## config.mk

```make
export PLATFORM = sky130hd
export DESIGN_NAME = stream_merge2
export DESIGN_NICKNAME = d
export VERILOG_FILES = /design/src/rtl/stream_merge2.sv
export SDC_FILE = /design/constraint.sdc
export NUM_CORES = 1
export LEC_CHECK = 0
export BUFFER_PORTS_ARGS = -buffer_cell sky130_fd_sc_hd__buf_2
export CORE_ASPECT_RATIO = 1.2
export CORE_MARGIN = 1.5
export CORE_UTILIZATION = 35
export CTS_CLUSTER_DIAMETER = 40
export DETAILED_ROUTE_END_ITERATION = 10
export PLACE_DENSITY_LB_ADDON = 0.15
export SLEW_MARGIN = 20
export SYNTH_ARGS = -nofsm -noshare
export SYNTH_HDL_FRONTEND = slang
export SYNTH_SLANG_ARGS = --single-unit
```

## constraint.sdc

```tcl
create_clock -name clk -period 2.3 [get_ports clk]
set_input_delay 0.46 -clock clk [delete_from_list [all_inputs] [get_ports clk]]
set_output_delay 0.46 -clock clk [all_outputs]
set_load 0.005 [all_outputs]
```

## src/rtl/stream_merge2.sv

```systemverilog
// Purpose: round-robin merge of streams A and B into a 2-entry queue tagged with source (sel).
// Latency: a word accepted into an empty queue is presented on out_* the following cycle.
// Backpressure: readies come from a registered space flag, never combinationally from out_ready.
module stream_merge2 #(
    parameter int WIDTH = 16
) (
    input  logic             clk,
    input  logic             rst_n,
    input  logic [WIDTH-1:0] a_data,
    input  logic             a_valid,
    output logic             a_ready,
    input  logic [WIDTH-1:0] b_data,
    input  logic             b_valid,
    output logic             b_ready,
    output logic [WIDTH-1:0] out_data,
    output logic             out_valid,
    input  logic             out_ready,
    output logic             sel,
    output logic [1:0]       count
);

    typedef struct packed {
        logic             src;
        logic [WIDTH-1:0] data;
    } entry_t;

    entry_t     ent_q [2];
    entry_t     ent_d [2];
    logic [1:0] count_q, count_d;
    logic       space_q, space_d;
    logic       last_q, last_d;   // 0 = A, 1 = B

    logic   grant_a, grant_b;
    logic   a_fire, b_fire;
    logic   push, pop;
    entry_t new_ent;

    // Arbitration: a lone valid wins, a tie goes to the source not served last.
    always_comb begin
        grant_a   = a_valid && (!b_valid || last_q);
        grant_b   = b_valid && (!a_valid || !last_q);
        a_ready   = space_q && grant_a;
        b_ready   = space_q && grant_b;
        a_fire    = a_valid && a_ready;
        b_fire    = b_valid && b_ready;
        push      = a_fire || b_fire;
        new_ent.src  = b_fire;
        new_ent.data = b_fire ? b_data : a_data;
        out_valid = (count_q != 2'd0);
        pop       = out_valid && out_ready;
        out_data  = out_valid ? ent_q[0].data : '0;
        sel       = out_valid ? ent_q[0].src : 1'b0;
        count     = count_q;
    end

    // Queue next state: head lives in entry 0, pops shift entry 1 forward.
    always_comb begin
        ent_d   = ent_q;
        count_d = count_q;
        last_d  = last_q;
        if (push) begin
            last_d = b_fire;
        end
        case ({push, pop})
            2'b10: begin
                ent_d[count_q[0]] = new_ent;
                count_d           = count_q + 2'd1;
            end
            2'b01: begin
                ent_d[0] = ent_q[1];
                count_d  = count_q - 2'd1;
            end
            2'b11: begin
                // Occupancy is 1 here (no push when full), so the new word becomes head.
                ent_d[0] = new_ent;
            end
            default: begin
            end
        endcase
        space_d = (count_d != 2'd2);
    end

    // State registers with synchronous reset; buffered words are discarded.
    always_ff @(posedge clk) begin
        if (!rst_n) begin
            for (int i = 0; i < 2; i++) begin
                ent_q[i] <= '0;
            end
            count_q <= 2'd0;
            space_q <= 1'b1;
            last_q  <= 1'b1;
        end else begin
            for (int i = 0; i < 2; i++) begin
                ent_q[i] <= ent_d[i];
            end
            count_q <= count_d;
            space_q <= space_d;
            last_q  <= last_d;
        end
    end

endmodule
```

# Word-level counts from Yosys, hierarchy flattened
# Cells that the tools add are included.
# classes
n_bitwise	1
shifts	0
n_div	0
multipliers	0
magnitude_cmp	2
n_reduce_logical	16
mux	8
add_sub_neg	2
n_eq_ne	4
# op_table
operator	count
$pmux W17 S3	1
$bwmux W34	1
$mux W16	2
$demux W17 S1	1
$mux W17	1
$logic_and A1 B1 Y1	8
$eq A2 B2 Y1 const B	2
$pmux W2 S2	1
$logic_not A1 Y1	3
$logic_or A1 B1 Y1	3
$reduce_bool A3 Y1	1
$add A2 B1 Y2 const B	1
$eq A2 B1 Y1 const B	1
$ge A2 B2 Y1 const B	1
$lt A2 B1 Y1 const B	1
$ne A2 B2 Y1 const B	1
$not A1 Y2	1
$reduce_bool A2 Y1	1
$sub A2 B1 Y2 const B	1
$mux W1	1
# word_totals
wordCells	40
ramBits	0
memories	0
register_bits	38
latch_bits	0
output_inout_bits	22
rom_bits	0
inputBits	37

# Longest topological paths before layout
# Gate-level depths: netlist of the first run.
# depth
depth_word	9
depth_mapped	11
depth_no_buf	9

# Worst setup path before layout of the first run
# OpenSTA, ideal clock, no wires.
# synth_timing
path_kind	register to register
start	register count_q[0], in the netlist count[0]
end	register space_q
setup_time_ns	0.120
t_arrival_ns	1.965
required_time_ns	2.180
stages_incl_launch_ff	12
period_less_slack_ns	2.085
path_slack_ns	0.215
path_buffers	2
path_cell_list	dfxtp_1 > buf_2 > nor2_1 > inv_1 > nand2_1 > inv_1 > ha_1 > buf_2 > xnor2_1 > or3_1 > a21oi_1 > nand2_1
# synth_via
elab_chain_cells	5
# synth_lines
item	line	rtl
start: declaration	29	logic [1:0] count_q, count_d;
start signal: assignment	96	count_q <= count_d;
$reduce_bool A2 Y1 (*)	49	out_valid = (count_q != 2'd0);
named net out_valid	16	output logic out_valid,
$logic_and A1 B1 Y1 (*)	50	pop = out_valid && out_ready;
$eq A2 B1 Y1 or $eq A2 B2 Y1 (tied branches)	64	case ({push, pop})
$pmux W2 S2 (*)	64	
$ne A2 B2 Y1 (*)	80	space_d = (count_d != 2'd2);
end signal: assignment	97	space_q <= space_d;
end: declaration	30	logic space_q, space_d;
# The timed path passes the listed nets; every way through them passes the cells marked *.
# A chain may end at the register's enable or synchronous reset.

# Worst setup path in the final report of the first run
# layout_timing
start	register count_q[1], in the netlist count[1]
end	register ent_q[28] (netlist bit)
# layout_via
elab_chain_cells	4
# layout_lines
item	line	rtl
$reduce_bool A2 Y1 (*)	49	
$logic_and A1 B1 Y1 (*)	50	
$eq A2 B2 Y1 or $eq A2 B1 Y1 (tied branches)	64	
$pmux W17 S3 or $reduce_bool A3 Y1 (tied branches)	n/a	
end signal: indexed assignment	94	ent_q[i] <= ent_d[i];
end: declaration	27	entry_t ent_q [2];
# Mark *: on every way between the ends. The rest lies on a longest branch, timed or not.

==> flow_summary.json, run 1 <==
{
  "status": "complete, no violations",
  "antenna_found_initial": 0,
  "synth_top_family_by_area": "compound AO/OA/AOI/OAI gates",
  "p_int_w": 0.00168,
  "cts_setup_buffers": 0,
  "min_from": "ent_q[16]$_SDFFE_PN0P_",
  "place_ws_ns": 0.351,
  "diodes": 0,
  "ios": 59,
  "layout.nets": 410,
  "drtPass1Iterations": 4,
  "fp-row-count": 33,
  "gp_routability_congestion": 0.771,
  "p_seq_share_pct": 33.9,
  "syn-cell-area_um2": 2420,
  "h-tree-depth": 2,
  "cp_max_fo": 33,
  "yosys.cell_types.count": 32,
  "endpoint_kind": "register",
  "relSlewSlack_pct": 51.1,
  "fillers": 736,
  "multi_input_area_um2": 1470,
  "ant_nets": 0,
  "p_switching_w": 0.00132,
  "drc": 0,
  "grt_pass1_vias": 2483,
  "grt_max_degree": 50,
  "area_delta_synth_final_pct": 19.2,
  "muxShareOfSynthArea_pct": 0,
  "seq_area_frac_synth_pct": 31.4,
  "ir_drop_mv": 0.875,
  "power_density_nw_per_um2": 1040,
  "vias_per_cell": 5.68,
  "min_to": "ent_q[16]$_SDFFE_PN0P_",
  "postCtsHoldBufs": 0,
  "clk_path_buf_depth": 2,
  "synth-simple-area-share_pct": 27.5,
  "reg2reg_to": "ent_q[28]$_SDFFE_PN0P_",
  "cts_tree": "yes",
  "postSynthCellCount": 322,
  "period_share_pct": 83.2,
  "layout_commonest_cell": "buf_2",
  "wire_per_inst_um": 16.7,
  "start_util_pct": 35.8,
  "seq_area_um2": 761,
  "gr-total-overflow": 0,
  "synth_area_per_cell_um2": 7.52,
  "synth_fa_ha_area_share_pct": 2.07,
  "synth_nets": 363,
  "grt_pass1_wl_mm": 12.4,
  "yosys_most_used_dff": "dfxtp_1",
  "synth_compound_area_share_pct": 30.2,
  "critPathKind": "register to register",
  "clkPwrFrac_pct": 14.7,
  "final_cell_mix": "buf_2 (58), dfxtp_1 (38), nor3_1 (32)",
  "min_period_ns": 1.91,
  "vias": 2592,
  "drtIter0Drc": 144,
  "numCtsBuffers": 5,
  "hold_path_class": "register to register",
  "cts.sinks": 38,
  "p_leak_nw": 1.12,
  "cts.repair.resized": 0,
  "final_core_util_pct": 42.6,
  "tightest_slew_ns": 0.733,
  "skew_ns": 0.00315,
  "worst_slack_ns": 0.386,
  "finalMaxSlewViolations": 0,
  "yosysWarnings": 0,
  "cts_root_buf": "clkbuf_8",
  "rsz0062_at_grt": "no",
  "die_w_um": 78.9,
  "worst-r2r-cell-count": 9,
  "synth-xor-area-share_pct": 0.724,
  "core_area_um2": 6770,
  "layout-drive-gt1-share_pct": 22.8,
  "tns_ns": 0,
  "synth_seq_cells": 38,
  "start_kind": "register",
  "wl_mm": 7.59,
  "clock_latency_ns": 0.29,
  "maxCapViolCount": 0,
  "worstPathRequired_ns": 2.52,
  "io_buffers": 58,
  "r2r_start": "count[1]$_SDFF_PN0_",
  "die_h_um": 94.1,
  "die_area_um2": 7430,
  "r2r_slack_ns": 0.39,
  "timing.fmax_ghz": 0.522,
  "grt_usage_pct": 21.5,
  "setup_viol": 0,
  "swShare_pct": 43.9,
  "clkSlewWorstSetupHoldPaths_ns": 0.07,
  "dp.final_hpwl_mm": 4.91,
  "worstPathArrival_ns": 2.13,
  "finalHoldViolCount": 0,
  "synth_edf_count": 0,
  "p_comb_share_pct": 51.4,
  "min_path_cells": 2,
  "async_reset_ff_share_pct": 0
}
==> how the worst max path moves through the flow <==
| stage | startpoint | to | slack [ns] | depth (start not counted) |
|---|---|---|---|---|
| 5_1_grt | count[1]$_SDFF_PN0_ | ent_q[32]$_SDFFE_PN0P_ | 0.23 | 9 |
| 4_1_cts | count[1]$_SDFF_PN0_ | ent_q[28]$_SDFFE_PN0P_ | 0.40 | 9 |
| 3_3_place_gp | a_valid | ent_q[19]$_SDFFE_PN0P_ | 0.38 | 8 |
| 6_report | count[1]$_SDFF_PN0_ | ent_q[28]$_SDFFE_PN0P_ | 0.39 | 9 |
| 3_5_place_dp | a_valid | ent_q[21]$_SDFFE_PN0P_ | 0.35 | 8 |
| 2_1_floorplan | count[0]$_SDFF_PN0_ | space_q$_SDFF_PN1_ | 0.22 | 11 |
==> power groups by stage <==
stage	clock [W]	sequential [W]	combinational, W
finish	0.000442	0.00102	0.00154
global placement	0	0.00103	0.00153
detailed placement	0	0.00103	0.00155
global route	0.000477	0.00105	0.00174
CTS	0.000453	0.00101	0.00155
floorplan	0	0.000988	0.00105
==> metrics by stage <==
stage / power [W] / cell area (um2) / cells / hold slack, ns
6_report: 0.00300 / 2890 / 456 / 0.461
5_1_grt: 0.00326 / 2890 / 456 / 0.493
4_1_cts: 0.00302 / 2890 / 456 / 0.464
3_5_place_dp: 0.00257 / 2810 / 449 / 0.453
3_3_place_gp: 0.00256 / 2810 / 449 / 0.443
2_1_floorplan: 0.00203 / 2420 / 322 / 0.436
==> Yosys cell counts, types with 9 or more instances <==
cell type | number | area (um2)
a31oi_1 | 17 | 106
a21boi_0 | 16 | 120
o21ai_1 | 12 | 60.1
nor2_1 | 19 | 71.3
nand2_1 | 27 | 101
and3_1 | 16 | 100
o211ai_1 | 17 | 128
dfxtp_1 | 38 | 761
o21ai_0 | 22 | 110
clkbuf_1 | 9 | 33.8
nor2b_1 | 17 | 106
nand4_1 | 16 | 100
a311o_1 | 16 | 160
buf_2 | 16 | 80.1
nor3_1 | 32 | 160
==> flip-flops by register name, summed over array words and instances, names as in the netlist <==
| signal | flops |
|---|---|
| ent_q | 34 |
| count | 2 |
| space_q | 1 |
| last_q | 1 |
==> critical path, cell delays in order, from the launching register on <==
cell and delay (ns):
dfxtp_1 0.42, nor2_2 0.06, inv_1 0.07, nand2_1 0.10, inv_1 0.15, ha_1 0.22, buf_12 0.20, nand4_1 0.12
a311o_1 0.34, a31oi_1 0.16
==> area by class of cell <==
| type | instances | share of cell area, % |
|---|---|---|
| clock buffer | 7 | 2.64 |
| inverter | 6 | 0.780 |
| multi-input combinational | 244 | 50.9 |
| sequential | 38 | 26.4 |
| tap | 87 | 3.77 |
| timing repair buffer | 74 | 15.5 |
==> cells by family (layout without fill, tap and decap cells) <==
group,Yosys count,after routing
compound gates,107,107
xor+xnor,2,2
fa+ha+maj,4,4
buf+inv,40,87
flops,38,38
simple gates,131,131
==> metal layers <==
| metal | part of all wire [%] | vias to the layer above | GRT usage [%] |
|---|---|---|---|
| met5 | 0 | - | 0 |
| met4 | 0.84 | 0 | 5.41 |
| met3 | 6.3 | 7 | 4.27 |
| met2 | 47 | 86 | 36.7 |
| met1 | 46 | 1207 | 27.8 |
| li1 | - | 1292 | - |
No activity file was read; power rests on OpenSTA's default activity.
==> run 2, diff against run 1 <==
- ABC_AREA: unset -> 1
- clock period: 2.3 -> 1.6 ns (I/O delays scaled with it)
==> flow_summary.json, run 2 <==
{
  "place_ws_ns": -0.149,
  "relSlewSlack_pct": 78.1,
  "h-tree-depth": 2,
  "final_cell_mix": "nand2_1 (111), inv_1 (80), buf_2 (58)",
  "layout.nets": 520,
  "cts.sinks": 38,
  "yosysWarnings": 0,
  "endpoint_kind": "register",
  "layout-drive-gt1-share_pct": 33.5,
  "synth_nets": 449,
  "antenna_found_initial": 0,
  "finalMaxSlewViolations": 0,
  "yosysMostFrequentCell": "nand2_1",
  "power_density_nw_per_um2": 1460,
  "timing.fmax_ghz": 0.623,
  "synth_fa_ha_area_share_pct": 1.83,
  "min_period_ns": 1.60,
  "vias_per_cell": 4.58,
  "cp_num_buf_inv": 1,
  "die_h_um": 99.7,
  "seq_area_frac_synth_pct": 27.9,
  "p_switching_w": 0.00210,
  "syn-cell-area_um2": 2730,
  "gp_routability_congestion": 0.740,
  "drtIter0Drc": 109,
  "muxShareOfSynthArea_pct": 0,
  "largest_reg_flops": 34,
  "synth_edf_count": 0,
  "p_int_w": 0.00289,
  "synthTopCellsByArea": "dfxtp_1 (28%), nand2_1 (15%), inv_1 (11%), nand3_1 (6.2%), a21oi_2 (5.1%)",
  "clkSlewWorstSetupHoldPaths_ns": 0.08,
  "synth_common_cells": "nand2_1 (112), inv_1 (83), dfxtp_1 (38)",
  "cp_max_fo": 3,
  "wire_per_inst_um": 11.9,
  "clkPwrFrac_pct": 16.0,
  "yosys.cell_types.count": 32,
  "synth_top_cell_by_area": "dfxtp_1",
  "critPathKind": "register to register",
  "rsz0062_at_grt": "yes",
  "grt_usage_pct": 16.8,
  "cpPeakStageDelay_ns": 0.35,
  "die_area_um2": 8340,
  "grt_max_degree": 35,
  "ir_drop_mv": 0.647,
  "postCtsHoldBufs": 0,
  "ios": 59,
  "p_leak_nw": 1.91,
  "vias": 2619,
  "worstPathArrival_ns": 1.79,
  "dp.final_hpwl_mm": 4.72,
  "top_register": "ent_q",
  "wl_mm": 6.79,
  "critPathSlowestCell": "dfxtp_2",
  "status": "complete, but fails checks",
  "synth_area_per_cell_um2": 6.69,
  "postSynthCellCount": 408,
  "violations": "negative setup slack",
  "cts_root_buf": "clkbuf_8",
  "start_kind": "register",
  "layout_commonest_cell": "nand2_1",
  "numCtsBuffers": 5,
  "synth_top_family_by_area": "simple AND/OR/NAND/NOR gates",
  "fillers": 822,
  "swShare_pct": 42.1,
  "yosys_most_used_dff": "dfxtp_1",
  "crit_chain": "nand2_2, a21oi_2, nor2_2, buf_4, ha_4, a21oi_2, o21ai_1, or2_1, and3_1",
  "grt_pass1_vias": 2444,
  "maxCapViolCount": 0,
  "setup_viol": 1,
  "io_buffers": 58,
  "grt_pass1_wl_mm": 11.4,
  "drtPass1Iterations": 4,
  "start_util_pct": 35.8,
  "gr-total-overflow": 0,
  "cp_common_cell": "a21oi_2",
  "die_w_um": 83.6,
  "tightest_slew_ns": 0.328,
  "drc": 0,
  "power_w": 0.00499,
  "area_delta_synth_final_pct": 25.4,
  "cts_tree": "yes",
  "synth-simple-area-share_pct": 35.6,
  "skew_ns": 0.00514,
  "hold_path_class": "input port to register",
  "ant_nets": 0,
  "synth_top_area_share_pct": 27.9,
  "p_comb_share_pct": 54.9,
  "synth-xor-area-share_pct": 0.321,
  "fp-row-count": 35,
  "clk_path_buf_depth": 2,
  "synth_seq_cells": 38,
  "p_seq_share_pct": 29.1,
  "finalHoldViolCount": 0,
  "worst_slack_ns": -0.00463,
  "cpLargestDelayFamily": "simple AND/OR/NAND/NOR gates",
  "final_core_util_pct": 44.9,
  "core_area_um2": 7620,
  "synth_compound_area_share_pct": 16.0,
  "clock_latency_ns": 0.29,
  "diodes": 0,
  "period_share_pct": 100,
  "async_reset_ff_share_pct": 0,
  "worstPathRequired_ns": 1.78
}
## run 2: cell count changes in the layout (fill, tap and decap cells not counted), sizes merged, moves of 15 or more
cell	change
a21boi	-16
a311o	-16
nand3	+48
a21oi	+17
nand4	-15
and3	-15
o21ai	-15
nor3	-32
a31oi	-16
nor2b	-17
inv	+84
nand2	+96
## run 2: logic make-up after synthesis
logic type / count (synthesis)
fa+ha+maj: 4
simple gates: 195
xor+xnor: 1
compound gates: 59
buf+inv: 111
flops: 38
## run 2: metal layers
metal	up-vias	GRT usage (%)	share of wire, %
met4	0	4.92	1.1
met3	5	2.90	2.8
met2	35	29.0	47
met5	-	0	0
met1	1184	21.6	49
li1	1395	-	-
## run 2: power by group through the flow
stage	Clock, W	Combinational [W]	Sequential [W]
finish	0.000799	0.00274	0.00145
global route	0.000866	0.00307	0.00149
CTS	0.000832	0.00275	0.00145
detailed placement	0	0.00271	0.00146
global placement	0	0.00268	0.00146
floorplan	0	0.00198	0.00143
## run 2: final cells by class
| cell class | count | area (um2) | share of cell area, % |
|---|---|---|---|
| Clock buffer | 7 | 76.3 | 2.23 |
| Clock inverter | 1 | 30.0 | 0.877 |
| Inverter | 90 | 343 | 10.0 |
| Multi-Input combinational cell | 259 | 1520 | 44.3 |
| Sequential cell | 38 | 766 | 22.4 |
| Tap cell | 92 | 115 | 3.36 |
| Timing Repair Buffer | 85 | 576 | 16.8 |
## run 2: per-stage QoR
stage / instance area [um2] / hold slack (ns) / setup TNS, ns / instances
floorplan: 2810 / 0.463 / -2.16 / 408
detailed placement: 3280 / 0.475 / -1.34 / 562
CTS: 3400 / 0.398 / -0.0130 / 571
global route: 3420 / 0.421 / -1.31 / 572
finish: 3420 / 0.409 / -0.00463 / 572
global placement: 3280 / 0.477 / -0.645 / 562
## run 2: worst reg2reg max path: stages, from the launching register on
cell,delay [ns]
dfxtp_2,0.35
nand2_2,0.06
a21oi_2,0.14
nor2_2,0.08
buf_4,0.14
ha_4,0.16
a21oi_2,0.11
o21ai_1,0.09
or2_1,0.22
and3_1,0.15
## run 2: path summary, 6_finish.rpt
| kind | endpoint | slack [ns] | from | depth (start not counted) |
|---|---|---|---|---|
| setup / recovery | count[1]$_SDFF_PN0_ | -0.005 | space_q$_SDFF_PN1_ | 9 |
| hold / removal | space_q$_SDFF_PN1_ | 0.41 | rst_n | 2 |
| setup reg to reg | count[1]$_SDFF_PN0_ | -0.005 | space_q$_SDFF_PN1_ | 9 |
| hold reg to reg | ent_q[13]$_SDFFE_PN0P_ | 0.50 | ent_q[13]$_SDFFE_PN0P_ | 2 |
## run 2: timing repair
action                     in CTS  in global routing
resized for setup               5                  4
setup buffers                   1                  1
setup endpoints to repair      20                 21
pin swaps                       2                  1
